**src/rtl/fetch_unit_if.sv**
```systemverilog
// Instruction-bus bundle between the fetch front end and instruction memory.
// Request is held (valid and address stable) until the single data_ok strobe returns.
interface fetch_unit_if;
  logic        ireq_valid;
  logic [63:0] ireq_addr;
  logic        iresp_data_ok;
  logic [31:0] iresp_data;

  modport master (
    output ireq_valid,
    output ireq_addr,
    input  iresp_data_ok,
    input  iresp_data
  );

  modport slave (
    input  ireq_valid,
    input  ireq_addr,
    output iresp_data_ok,
    output iresp_data
  );
endinterface

```
**src/rtl/fetch_unit.sv**
```systemverilog
// Instruction-fetch front end: owns the PC, issues hold-until-data_ok bus requests,
// buffers an instruction across stalls and discards fetches made stale by a redirect.
module fetch_unit #(
  parameter logic [63:0] PC_INIT = 64'h8000_0000
) (
  input  logic              clk,
  input  logic              reset,
  fetch_unit_if.master      ibus,
  input  logic              redirect_valid,
  input  logic [63:0]       redirect_pc,
  input  logic              all_ready,
  input  logic              stall,
  output logic              fetch_ready,
  output logic              fetch_valid,
  output logic [63:0]       fetch_pc,
  output logic [31:0]       fetch_insn,
  output logic [1:0]        dbg_state
);

  typedef enum logic [1:0] {IDLE, REQ, HOLD, DISCARD} state_t;

  state_t      state, state_nxt;
  logic [63:0] pc, pc_nxt;
  logic [31:0] buf_insn, buf_insn_nxt;
  logic [63:0] pend_pc, pend_pc_nxt;
  logic        adv;

  assign adv       = all_ready & ~stall;
  assign dbg_state = state;

  always_ff @(posedge clk or negedge reset) begin
    if (!reset) begin
      state    <= IDLE;
      pc       <= PC_INIT;
      buf_insn <= '0;
      pend_pc  <= '0;
    end else begin
      state    <= state_nxt;
      pc       <= pc_nxt;
      buf_insn <= buf_insn_nxt;
      pend_pc  <= pend_pc_nxt;
    end
  end

  // fetch_ready never looks at all_ready, which keeps the global ready AND loop-free.
  always_comb begin
    state_nxt       = state;
    pc_nxt          = pc;
    buf_insn_nxt    = buf_insn;
    pend_pc_nxt     = pend_pc;
    ibus.ireq_valid = 1'b0;
    ibus.ireq_addr  = '0;
    fetch_valid     = 1'b0;
    fetch_ready     = 1'b1;
    fetch_pc        = pc;
    fetch_insn      = '0;
    case (state)
      IDLE: state_nxt = REQ;
      REQ: begin
        ibus.ireq_valid = 1'b1;
        ibus.ireq_addr  = pc;
        fetch_valid     = ibus.iresp_data_ok & ~redirect_valid;
        fetch_insn      = ibus.iresp_data;
        fetch_ready     = ibus.iresp_data_ok | redirect_valid;
        if (redirect_valid && ibus.iresp_data_ok) begin
          pc_nxt = redirect_pc;
        end else if (redirect_valid) begin
          pend_pc_nxt = redirect_pc;
          state_nxt   = DISCARD;
        end else if (ibus.iresp_data_ok && adv) begin
          pc_nxt = pc + 64'd4;
        end else if (ibus.iresp_data_ok) begin
          buf_insn_nxt = ibus.iresp_data;
          state_nxt    = HOLD;
        end
      end
      HOLD: begin
        fetch_valid = ~redirect_valid;
        fetch_insn  = buf_insn;
        if (redirect_valid) begin
          pc_nxt    = redirect_pc;
          state_nxt = REQ;
        end else if (adv) begin
          pc_nxt    = pc + 64'd4;
          state_nxt = REQ;
        end
      end
      DISCARD: begin
        // The stale request stays on the bus untouched until its response drains.
        ibus.ireq_valid = 1'b1;
        ibus.ireq_addr  = pc;
        if (redirect_valid) pend_pc_nxt = redirect_pc;
        if (ibus.iresp_data_ok) begin
          pc_nxt    = redirect_valid ? redirect_pc : pend_pc;
          state_nxt = REQ;
        end
      end
      default: state_nxt = IDLE;
    endcase
  end

endmodule

```
**src/flat_wrapper.sv**
```systemverilog
// flat-port wrapper written by rule: the top's interface ports become plain ports
module fetch_unit_flat 
#(
  parameter logic [63:0] PC_INIT = 64'h8000_0000
)
  (clk, reset, redirect_valid, redirect_pc, all_ready, stall, fetch_ready, fetch_valid, fetch_pc, fetch_insn, dbg_state, ibus_ireq_valid, ibus_ireq_addr, ibus_iresp_data_ok, ibus_iresp_data);
  fetch_unit_if ibus_i ();
  input  logic clk;
  input  logic reset;
  input  logic redirect_valid;
  input  logic [63:0] redirect_pc;
  input  logic all_ready;
  input  logic stall;
  output logic fetch_ready;
  output logic fetch_valid;
  output logic [63:0] fetch_pc;
  output logic [31:0] fetch_insn;
  output logic [1:0] dbg_state;
  output wire logic [$bits(ibus_i.ireq_valid)-1:0] ibus_ireq_valid;
  output wire logic [$bits(ibus_i.ireq_addr)-1:0] ibus_ireq_addr;
  input wire logic [$bits(ibus_i.iresp_data_ok)-1:0] ibus_iresp_data_ok;
  input wire logic [$bits(ibus_i.iresp_data)-1:0] ibus_iresp_data;
  assign ibus_ireq_valid = ibus_i.ireq_valid;
  assign ibus_ireq_addr = ibus_i.ireq_addr;
  assign ibus_i.iresp_data_ok = ibus_iresp_data_ok;
  assign ibus_i.iresp_data = ibus_iresp_data;
  fetch_unit #(.PC_INIT(PC_INIT)) u_core (.clk(clk), .reset(reset), .ibus(ibus_i), .redirect_valid(redirect_valid), .redirect_pc(redirect_pc), .all_ready(all_ready), .stall(stall), .fetch_ready(fetch_ready), .fetch_valid(fetch_valid), .fetch_pc(fetch_pc), .fetch_insn(fetch_insn), .dbg_state(dbg_state));
endmodule
```
**config.mk**
```make
export PLATFORM = sky130hd
export DESIGN_NAME = fetch_unit_flat
export DESIGN_NICKNAME = d
export VERILOG_FILES = /design/src/rtl/fetch_unit_if.sv /design/src/rtl/fetch_unit.sv /design/src/flat_wrapper.sv
export SDC_FILE = /design/constraint.sdc
export NUM_CORES = 1
export LEC_CHECK = 0
export ABC_CLOCK_PERIOD_IN_PS = 6000
export CAP_MARGIN = 20
export CELL_PAD_IN_SITES_DETAIL_PLACEMENT = 2
export CELL_PAD_IN_SITES_GLOBAL_PLACEMENT = 2
export CORE_MARGIN = 1.5
export CORE_UTILIZATION = 41
export CTS_CLUSTER_SIZE = 12
export DETAILED_ROUTE_END_ITERATION = 8
export DONT_BUFFER_PORTS = 1
export PLACE_DENSITY = 0.95
export SLEW_MARGIN = 20
export SYNTH_ARGS = -nofsm -noshare
export SYNTH_HDL_FRONTEND = slang
export SYNTH_SLANG_ARGS = --single-unit
```
**constraint.sdc**
```tcl
create_clock -name clk -period 6 [get_ports clk]
set_input_delay 1.2 -clock clk [delete_from_list [all_inputs] [get_ports clk]]
set_output_delay 1.2 -clock clk [all_outputs]
set_load 0.05 [all_outputs]
```
==> metrics.yaml, run 1 <==
worst_setup_path:
  worstPathMaxFanout: 41
  cp_slowest_cell: "ha_2"
  path_cells: "ha_2 > nor2_4 > buf_16 > buf_4 > nor2b_1"
  critPathMaxStageDelay_ps: 910
  crit_type: "reg2out"
  start_kind: "flip-flop"
  crit_arrival_ps: 3650
  crit_start: "u_core.dbg_state[0]$_DFFE_PN0P_"
  critPathRequiredTime_ps: 4800
  r2r_start: "u_core.dbg_state[0]$_DFFE_PN0P_"
  endpoint_kind: "output pin"
synth:
  netlist_instances: 1053
  synth_ff_type: "dfrtp_1"
  synthTopCellsByCount: "dfrtp_1 (161), mux2_2 (96), nor2b_1 (89)"
  synthDominantCellAreaShare_pct: 41.13
  yosys.area.top_type: "dfrtp_1"
  netlist_area_mm2: 0.009794
  ys_types: 64
  synth_edf_count: 0
  post-synth-top-count-cell: "dfrtp_1"
  synthArstFlopShare_pct: 100.0
  ys_warn_count: 0
  ys_top_cells_by_area: "dfrtp_1 (41%), mux2_2 (11%), a22oi_1 (6.3%), nor2b_1 (5.7%), o21ai_0 (4.1%)"
  yosysSeqAreaShare_pct: 41.40
  avgSynthCellArea_um2: 9.301
  ys_seq_elements: 162
  synth_fp_nets: 1160
drt:
  ant_nets: 0
  drc_errors: 0
  dr.pass1.iters: 5
  wl_um: 41260
  avgViaCountPerCell: 6.973
  vias: 9295
  post_drt_wl_per_cell_um: 30.95
  drtIter0Drc: 823
timing:
  post-route-period-util_pct: 80.91
  fmax_mhz: 206.0
  fin_setup_tns_ps: 0
  slew_violations: 0
  fin_skew_ps: 12.58
  maxSlewHeadroom_pct: 27.81
  hold_viol_final: 0
  hold_ws_ps: 450.3
  setup_viol: 0
  worst_pin_slew_ps: 1081
  worst_slack_ps: 1145
  fin_crit_ps: 4855
  rsz0062_at_grt: "false"
placed_design:
  placed_area_mm2: 0.01003
  port_buffers: 0
  place.gp.congestion: 0.8286
  dp_slack_ps: 1618
  hpwl_um: 26140
floorplanning:
  die_h_um: 157.6
  initial_utilization_pct: 41.73
  core_area_mm2: 0.02347
  dieWidth_um: 157.6
  rows: 56
  io_pins: 267
  die_area_mm2: 0.02483
grt:
  grt_pass1_vias: 9929
  grt.overflow.total: 0
  grt_pass1_wl_um: 62160
  antenna_found_initial: 3
  grt_use_total_pct: 33.33
  grt_max_degree: 163
cells_and_area:
  areaGrowthSynthToFinish_pct: 8.751
  fillCellCount: 2452
  nNetsFinal: 1107
  drive_gt1_share_pct: 16.39
  multi_input_area_mm2: 0.005401
  finalInstanceArea_mm2: 0.01065
  seq_area_mm2: 0.004055
clock_tree:
  cts_setup_buffers: 0
  cts_resized: 0
  cts_hold_buffers: 0
  clock_latency_ps: 450
  cts-buffers-inserted: 17
  cts_tree: "done"
  clockRootBuffer: "clkbuf_16"
  htree_levels: 4
  cts_buffer_depth: 2
  clkTransAtPathRegs_ps: 80
  clkSinkCount: 162
worst_hold_path:
  hold_path_class: "in2async"
run_status:
  status: "finished, final reports clean"
flow_run:
  drv_cap: 0
[per-layer routing]
layer | track usage, % | part of all wire (%)
met2 | 54.77 | 48
met5 | 0 | 0.068
met4 | 13.39 | 3.2
met3 | 9.416 | 9.1
met1 | 41.21 | 39
[sequential cells by signal, indices dropped and copies added, names as in the netlist]
| signal | count |
|---|---|
| u_core.pend_pc | 64 |
| u_core.fetch_pc | 64 |
| u_core.buf_insn | 32 |
| u_core.dbg_state | 2 |
[worst paths after layout]
check / endpoint / slack (ps) / depth (start not counted)
setup / recovery: ibus_ireq_addr[37] / 1150 / 5
hold / removal: u_core.fetch_pc[17]$_DFFE_PN0P_ / 450 / 0
setup reg to reg: u_core.fetch_pc[32]$_DFFE_PN0P_ / 1970 / 7
hold reg to reg: u_core.pend_pc[14]$_DFFE_PN0P_ / 510 / 1
max in group asynchronous: u_core.fetch_pc[31]$_DFFE_PN1P_ / 5140 / 0
min in group clk: u_core.pend_pc[14]$_DFFE_PN0P_ / 510 / 1
[cells in the final DEF, fill, tap and decap left out, types with 5 or more instances in the layout]
cell / count
or3_1: 8
nor4_1: 12
and2_1: 7
clkbuf_16: 17
nand4_1: 25
a32oi_1: 8
buf_4: 13
nand2b_1: 5
nor2_1: 65
nand3_1: 35
a41oi_1: 7
and4_1: 6
dfrtp_1: 161
mux2_2: 96
and3_1: 7
or4_1: 6
o211ai_1: 6
o22ai_1: 13
a22oi_1: 82
nor3_1: 27
nand2_1: 51
nor2b_1: 88
o21ai_0: 79
o31ai_1: 6
a21oi_1: 35
o32a_1: 9
inv_1: 21
a31oi_1: 21
a22o_1: 15
[metrics by stage]
stage	std cells	utilization [%]
after CTS	1331	45.25
final	1333	45.38
after global placement	1299	42.74
after floorplan	1053	-
after detailed placement	1299	42.74
after global routing	1332	45.37
[kinds of logic (layout without fill, tap and decap cells)]
group,Yosys count,in the layout,synth area share [%]
AOI/OAI and AO/OA,319,319,22.14
adders and majority gates,5,5,0.6387
buffers and inverters,107,67,4.152
DFF,162,162,41.40
muxes,100,100,11.45
other,0,1,0
and+or+nand+nor,360,360,20.22
[final cells by class]
class	instances	area share, %
Clock inverter	12	1.151
Timing Repair Buffer	14	1.175
Clock buffer	20	4.382
Tap cell	319	3.747
Inverter	21	0.7400
Antenna cell	1	0.02349
Multi-Input combinational cell	784	50.71
Sequential cell	162	38.07
[critical path: cells and delay by family, from the launching register on]
kind	cells	cell delay [ps]
simple gates	2	1030
fa+ha+maj	1	910
flops	1	740
buf+inv	2	480
Power of run 1 is not shown: default switching activity piles up to over one toggle a cycle in this logic, so the estimate is an artifact.
==> run 2: changes to the inputs <==
Settings changed: ABC_CLOCK_PERIOD_IN_PS 6000 to 4500, CORE_UTILIZATION 41 to 38, PLACE_DENSITY 0.95 to 0.92.
Clock period 6 ns to 4.5 ns, I/O delays scaled along.
==> run 2 against run 1 <==
Net effect: first-iteration DRC count increased by 23%; critical path depth increased by 4; global-route usage increased by 3.6 points; core utilization increased by 0.33 points; critical endpoint is now u_core.fetch_pc[25]$_DFFE_PN0P_; largest cell class unchanged.
==> metrics.yaml, run 2 (same netlist as run 1, synthesis figures left out) <==
clock_tree:
  clkSinkCount: 162
  cts_hold_buffers: 0
  cts-buffers-inserted: 17
  htree_levels: 4
  clkTransAtPathRegs_ps: 70
  cts_buffer_depth: 2
  cts_tree: "done"
  clock_latency_ps: 460
  cts_resized: 0
  clockRootBuffer: "clkbuf_16"
  cts_setup_buffers: 0
worst_setup_path:
  rr_endpoint: "u_core.fetch_pc[25]$_DFFE_PN0P_"
  reg2reg_depth: 9
  r2r_start: "u_core.dbg_state[0]$_DFFE_PN0P_"
  critPathRequiredTime_ps: 4810
  endpoint_kind: "flip-flop"
  crit_type: "reg2reg"
  worstPathMaxFanout: 31
  rrSetupSlack_ps: 170
  crit_arrival_ps: 4640
  start_kind: "flip-flop"
floorplanning:
  initial_utilization_pct: 38.78
  io_pins: 267
  die_area_mm2: 0.02675
  rows: 58
  die_h_um: 163.5
  core_area_mm2: 0.02525
  dieWidth_um: 163.5
cells_and_area:
  final_cell_mix: "dfrtp_1 (161), buf_4 (121), mux2_2 (96)"
  areaGrowthSynthToFinish_pct: 17.86
  layout_commonest_cell: "dfrtp_1"
  utilization_pct: 45.71
  drive_gt1_share_pct: 24.56
  nNetsFinal: 1218
grt:
  grt_pass1_wl_um: 73550
  antenna_found_initial: 2
  grt_pass1_vias: 11140
  grt_use_total_pct: 36.92
  grt_max_degree: 163
  grt.overflow.total: 0
timing:
  fin_skew_ps: 10.38
  fmax_mhz: 231.0
  fin_crit_ps: 4329
  setup_viol: 0
  hold_viol_final: 0
  worst_pin_slew_ps: 1182
  slew_violations: 0
  fin_setup_tns_ps: 0
  rsz0062_at_grt: "false"
  post-route-period-util_pct: 96.19
  maxSlewHeadroom_pct: 20.52
drt:
  drtIter0Drc: 1010
  post_drt_wl_per_cell_um: 33.73
  drc_errors: 0
  avgViaCountPerCell: 7.023
  wl_um: 49080
  dr.pass1.iters: 5
  vias: 10220
  ant_nets: 0
flow_run:
  drv_cap: 0
placed_design:
  place.gp.congestion: 0.8175
  hpwl_um: 30020
  port_buffers: 0
run_status:
  status: "finished, final reports clean"
worst_hold_path:
  hold_path_class: "in2async"
-- run 2: cell types whose count changed in the layout (fill, tap and decap cells not counted), moves of 2 or more --
cell | previous run | this run
buf_12 | 0 | 3
buf_4 | 13 | 121
clkbuf_8 | 3 | 1
clkinv_4 | 4 | 2
clkinvlp_4 | 3 | 1
inv_8 | 0 | 3
-- run 2: metrics by stage --
step / setup slack, ps / area [um^2] / hold WS [ps] / cells
after floorplan: 765.3 / 9794 / 450.7 / 1053
after global placement: 1034 / 10910 / 485.4 / 1421
after detailed placement: 737.9 / 10910 / 494.3 / 1421
after CTS: 293.4 / 11510 / 125.7 / 1453
after global routing: 31.01 / 11540 / 130.0 / 1455
final: 171.3 / 11540 / 137.5 / 1455
-- run 2: worst max-delay path by stage --
| stage | from | end | slack, ps | cells after the start |
|---|---|---|---|---|
| after floorplan | u_core.dbg_state[0]$_DFFE_PN0P_ | fetch_valid | 770 | 5 |
| after global placement | u_core.dbg_state[1]$_DFFE_PN0P_ | u_core.fetch_pc[27]$_DFFE_PN0P_ | 1030 | 7 |
| after detailed placement | u_core.dbg_state[0]$_DFFE_PN0P_ | u_core.fetch_pc[34]$_DFFE_PN0P_ | 740 | 9 |
| after CTS | u_core.dbg_state[0]$_DFFE_PN0P_ | u_core.fetch_pc[27]$_DFFE_PN0P_ | 290 | 8 |
| after global routing | u_core.dbg_state[0]$_DFFE_PN0P_ | u_core.fetch_pc[27]$_DFFE_PN0P_ | 30 | 8 |
| final | u_core.dbg_state[0]$_DFFE_PN0P_ | u_core.fetch_pc[25]$_DFFE_PN0P_ | 170 | 9 |
-- run 2: layout make-up --
cell class	instances	area [um^2]
Multi-Input combinational cell	784	5391
Clock buffer	18	439.2
Inverter	21	78.83
Sequential cell	162	4055
Antenna cell	1	2.502
Fill cell	2629	13710
Tap cell	330	412.9
Timing Repair Buffer	125	996.0
Clock inverter	14	167.7
-- run 2: layer usage --
layer  vias to the layer above  part of all wire (%)  global-route usage, %
li1                       4072                     -                      -
met1                      5247                    37                  43.55
met2                       710                    48                  60.82
met3                       189                   9.9                  11.66
met4                         0                   4.9                  17.77
met5                         -                     0                      0
-- run 2: critical path, cell delays in order, from the launching register on --
cell and delay, ps:
dfrtp_1 770, inv_1 230, ha_1 440, nand2b_1 450, o22ai_1 420, a211oi_4 830
buf_4 480, o21ai_0 260, nand2_1 140, o21ai_0 130
Power of run 2 is left out for the same reason.
==> run 3: changes to the inputs <==
Settings changed: CORE_UTILIZATION 38 to 40, CTS_BUF_LIST set to sky130_fd_sc_hd__clkbuf_4 sky130_fd_sc_hd__clkbuf_8, PLACE_DENSITY 0.92 to 0.95.
==> run 3 against run 2 <==
Net effect: core utilization grew 1.2 points; count of clock-buffer cells in the layout is the same; cell area shrank 1.7%; fmax grew 6.1%; sequential cell count is the same; global-route usage grew 1.2 points; wire length shrank 0.98%; first-iteration DRC count grew 1.8%; die area shrank 4.9%; non-clock buffer count is the same.
==> metrics.yaml, run 3 (same netlist as run 1, synthesis figures left out) <==
floorplanning:
  initial_utilization_pct: 40.51
  io_pins: 267
  core_area_mm2: 0.02418
  die_h_um: 159.5
  die_area_mm2: 0.02543
  dieWidth_um: 159.5
  rows: 57
worst_setup_path:
  r2r_start: "u_core.dbg_state[1]$_DFFE_PN0P_"
  path_cells: "ha_1 > inv_1 > o22ai_1 > a211o_2 > buf_4 > nor4_1 > a311o_1"
  cp_slowest_cell: "dfrtp_1"
  critPathRequiredTime_ps: 4880
  critical_path_buf_inv_count: 2
  rr_endpoint: "u_core.fetch_pc[27]$_DFFE_PN0P_"
  cp.depth: 7
  worstPathMaxFanout: 36
  endpoint_kind: "flip-flop"
  crit_family: "compound AO/OA/AOI/OAI gates"
  critPathMaxStageDelay_ps: 770
  rrSetupSlack_ps: 420
  reg2reg_depth: 7
  crit_type: "reg2reg"
  crit_arrival_ps: 4460
  start_kind: "flip-flop"
clock_tree:
  cts_hold_buffers: 0
  cts-buffers-inserted: 17
  clockRootBuffer: "clkbuf_8"
  cts_setup_buffers: 0
  clock_latency_ps: 520
  cts_tree: "done"
  cts_resized: 0
  clkTransAtPathRegs_ps: 100
  htree_levels: 4
  cts_buffer_depth: 2
  clkSinkCount: 162
timing:
  fin_setup_tns_ps: 0
  hold_viol_final: 0
  setup_viol: 0
  fin_skew_ps: 21.75
  slew_violations: 0
  fin_crit_ps: 4079
  worst_pin_slew_ps: 1025
  maxSlewHeadroom_pct: 31.03
  fmax_mhz: 245.1
  rsz0062_at_grt: "false"
  post-route-period-util_pct: 90.66
grt:
  grt.overflow.total: 0
  grt_max_degree: 163
  grt_use_total_pct: 38.17
  grt_pass1_wl_um: 73840
  grt_pass1_vias: 11340
  antenna_found_initial: 2
placed_design:
  port_buffers: 0
  place.gp.congestion: 0.8516
  hpwl_um: 30570
cells_and_area:
  drive_gt1_share_pct: 24.56
  layout_commonest_cell: "dfrtp_1"
  final_cell_mix: "dfrtp_1 (161), buf_4 (121), mux2_2 (96)"
  areaGrowthSynthToFinish_pct: 15.82
  fillCellCount: 2482
  nNetsFinal: 1218
drt:
  post_drt_wl_per_cell_um: 33.54
  dr.pass1.iters: 5
  drc_errors: 0
  drtIter0Drc: 1028
  avgViaCountPerCell: 7.092
  wl_um: 48600
  ant_nets: 0
  vias: 10280
run_status:
  status: "finished, final reports clean"
flow_run:
  drv_cap: 0
worst_hold_path:
  hold_path_class: "in2async"
## run 3: layout make-up
| type | instances | area [um^2] | share of cell area, % |
|---|---|---|---|
| Multi-Input combinational cell | 784 | 5400 | 47.61 |
| Sequential cell | 162 | 4055 | 35.75 |
| Timing Repair Buffer | 125 | 988.4 | 8.714 |
| Tap cell | 324 | 405.4 | 3.574 |
| Clock buffer | 18 | 247.7 | 2.184 |
| Clock inverter | 14 | 165.2 | 1.456 |
| Inverter | 21 | 78.83 | 0.6949 |
| Antenna cell | 1 | 2.502 | 0.02206 |
## run 3: worst reg2reg max path, delay by kind of cell (launching register included)
kind                     cells  cell delay, ps
AO/OA/AOI/OAI                3            1700
adder cells (fa/ha/maj)      1             620
buffers and inverters        2             760
flip-flops                   1             770
AND/OR/NAND/NOR              1             110
## run 3: how the worst max path moves through the flow
stage / endpoint / slack [ps] / start
3_5_place_dp: u_core.fetch_pc[27]$_DFFE_PN0P_ / 650 / u_core.dbg_state[1]$_DFFE_PN0P_
5_1_grt: u_core.fetch_pc[27]$_DFFE_PN0P_ / 340 / u_core.dbg_state[1]$_DFFE_PN0P_
2_1_floorplan: fetch_valid / 770 / u_core.dbg_state[0]$_DFFE_PN0P_
3_3_place_gp: u_core.fetch_pc[27]$_DFFE_PN0P_ / 940 / u_core.dbg_state[1]$_DFFE_PN0P_
6_report: u_core.fetch_pc[27]$_DFFE_PN0P_ / 420 / u_core.dbg_state[1]$_DFFE_PN0P_
4_1_cts: u_core.fetch_pc[27]$_DFFE_PN0P_ / 540 / u_core.dbg_state[1]$_DFFE_PN0P_
## run 3: metal layers
metal	wire (um)	global-route usage (%)	part of all wire, %
met2	23600	63.70	49
met1	17340	43.00	36
met4	2567	20.33	5.3
met3	5083	13.23	10
met5	13	0	0.027
## run 3: through the flow
stage | cells | hold WS (ps) | area [um^2] | util, % | worst slack (ps)
after floorplan | 1053 | 450.7 | 9794 | - | 765.3
after global placement | 1416 | 473.8 | 10920 | 45.16 | 939.5
after detailed placement | 1416 | 494.7 | 10920 | 45.16 | 654.0
after CTS | 1448 | 54.40 | 11330 | 46.87 | 542.4
after global routing | 1448 | 56.65 | 11340 | 46.91 | 337.2
final | 1449 | 77.95 | 11340 | 46.92 | 420.5
Power of run 3 is left out for the same reason.
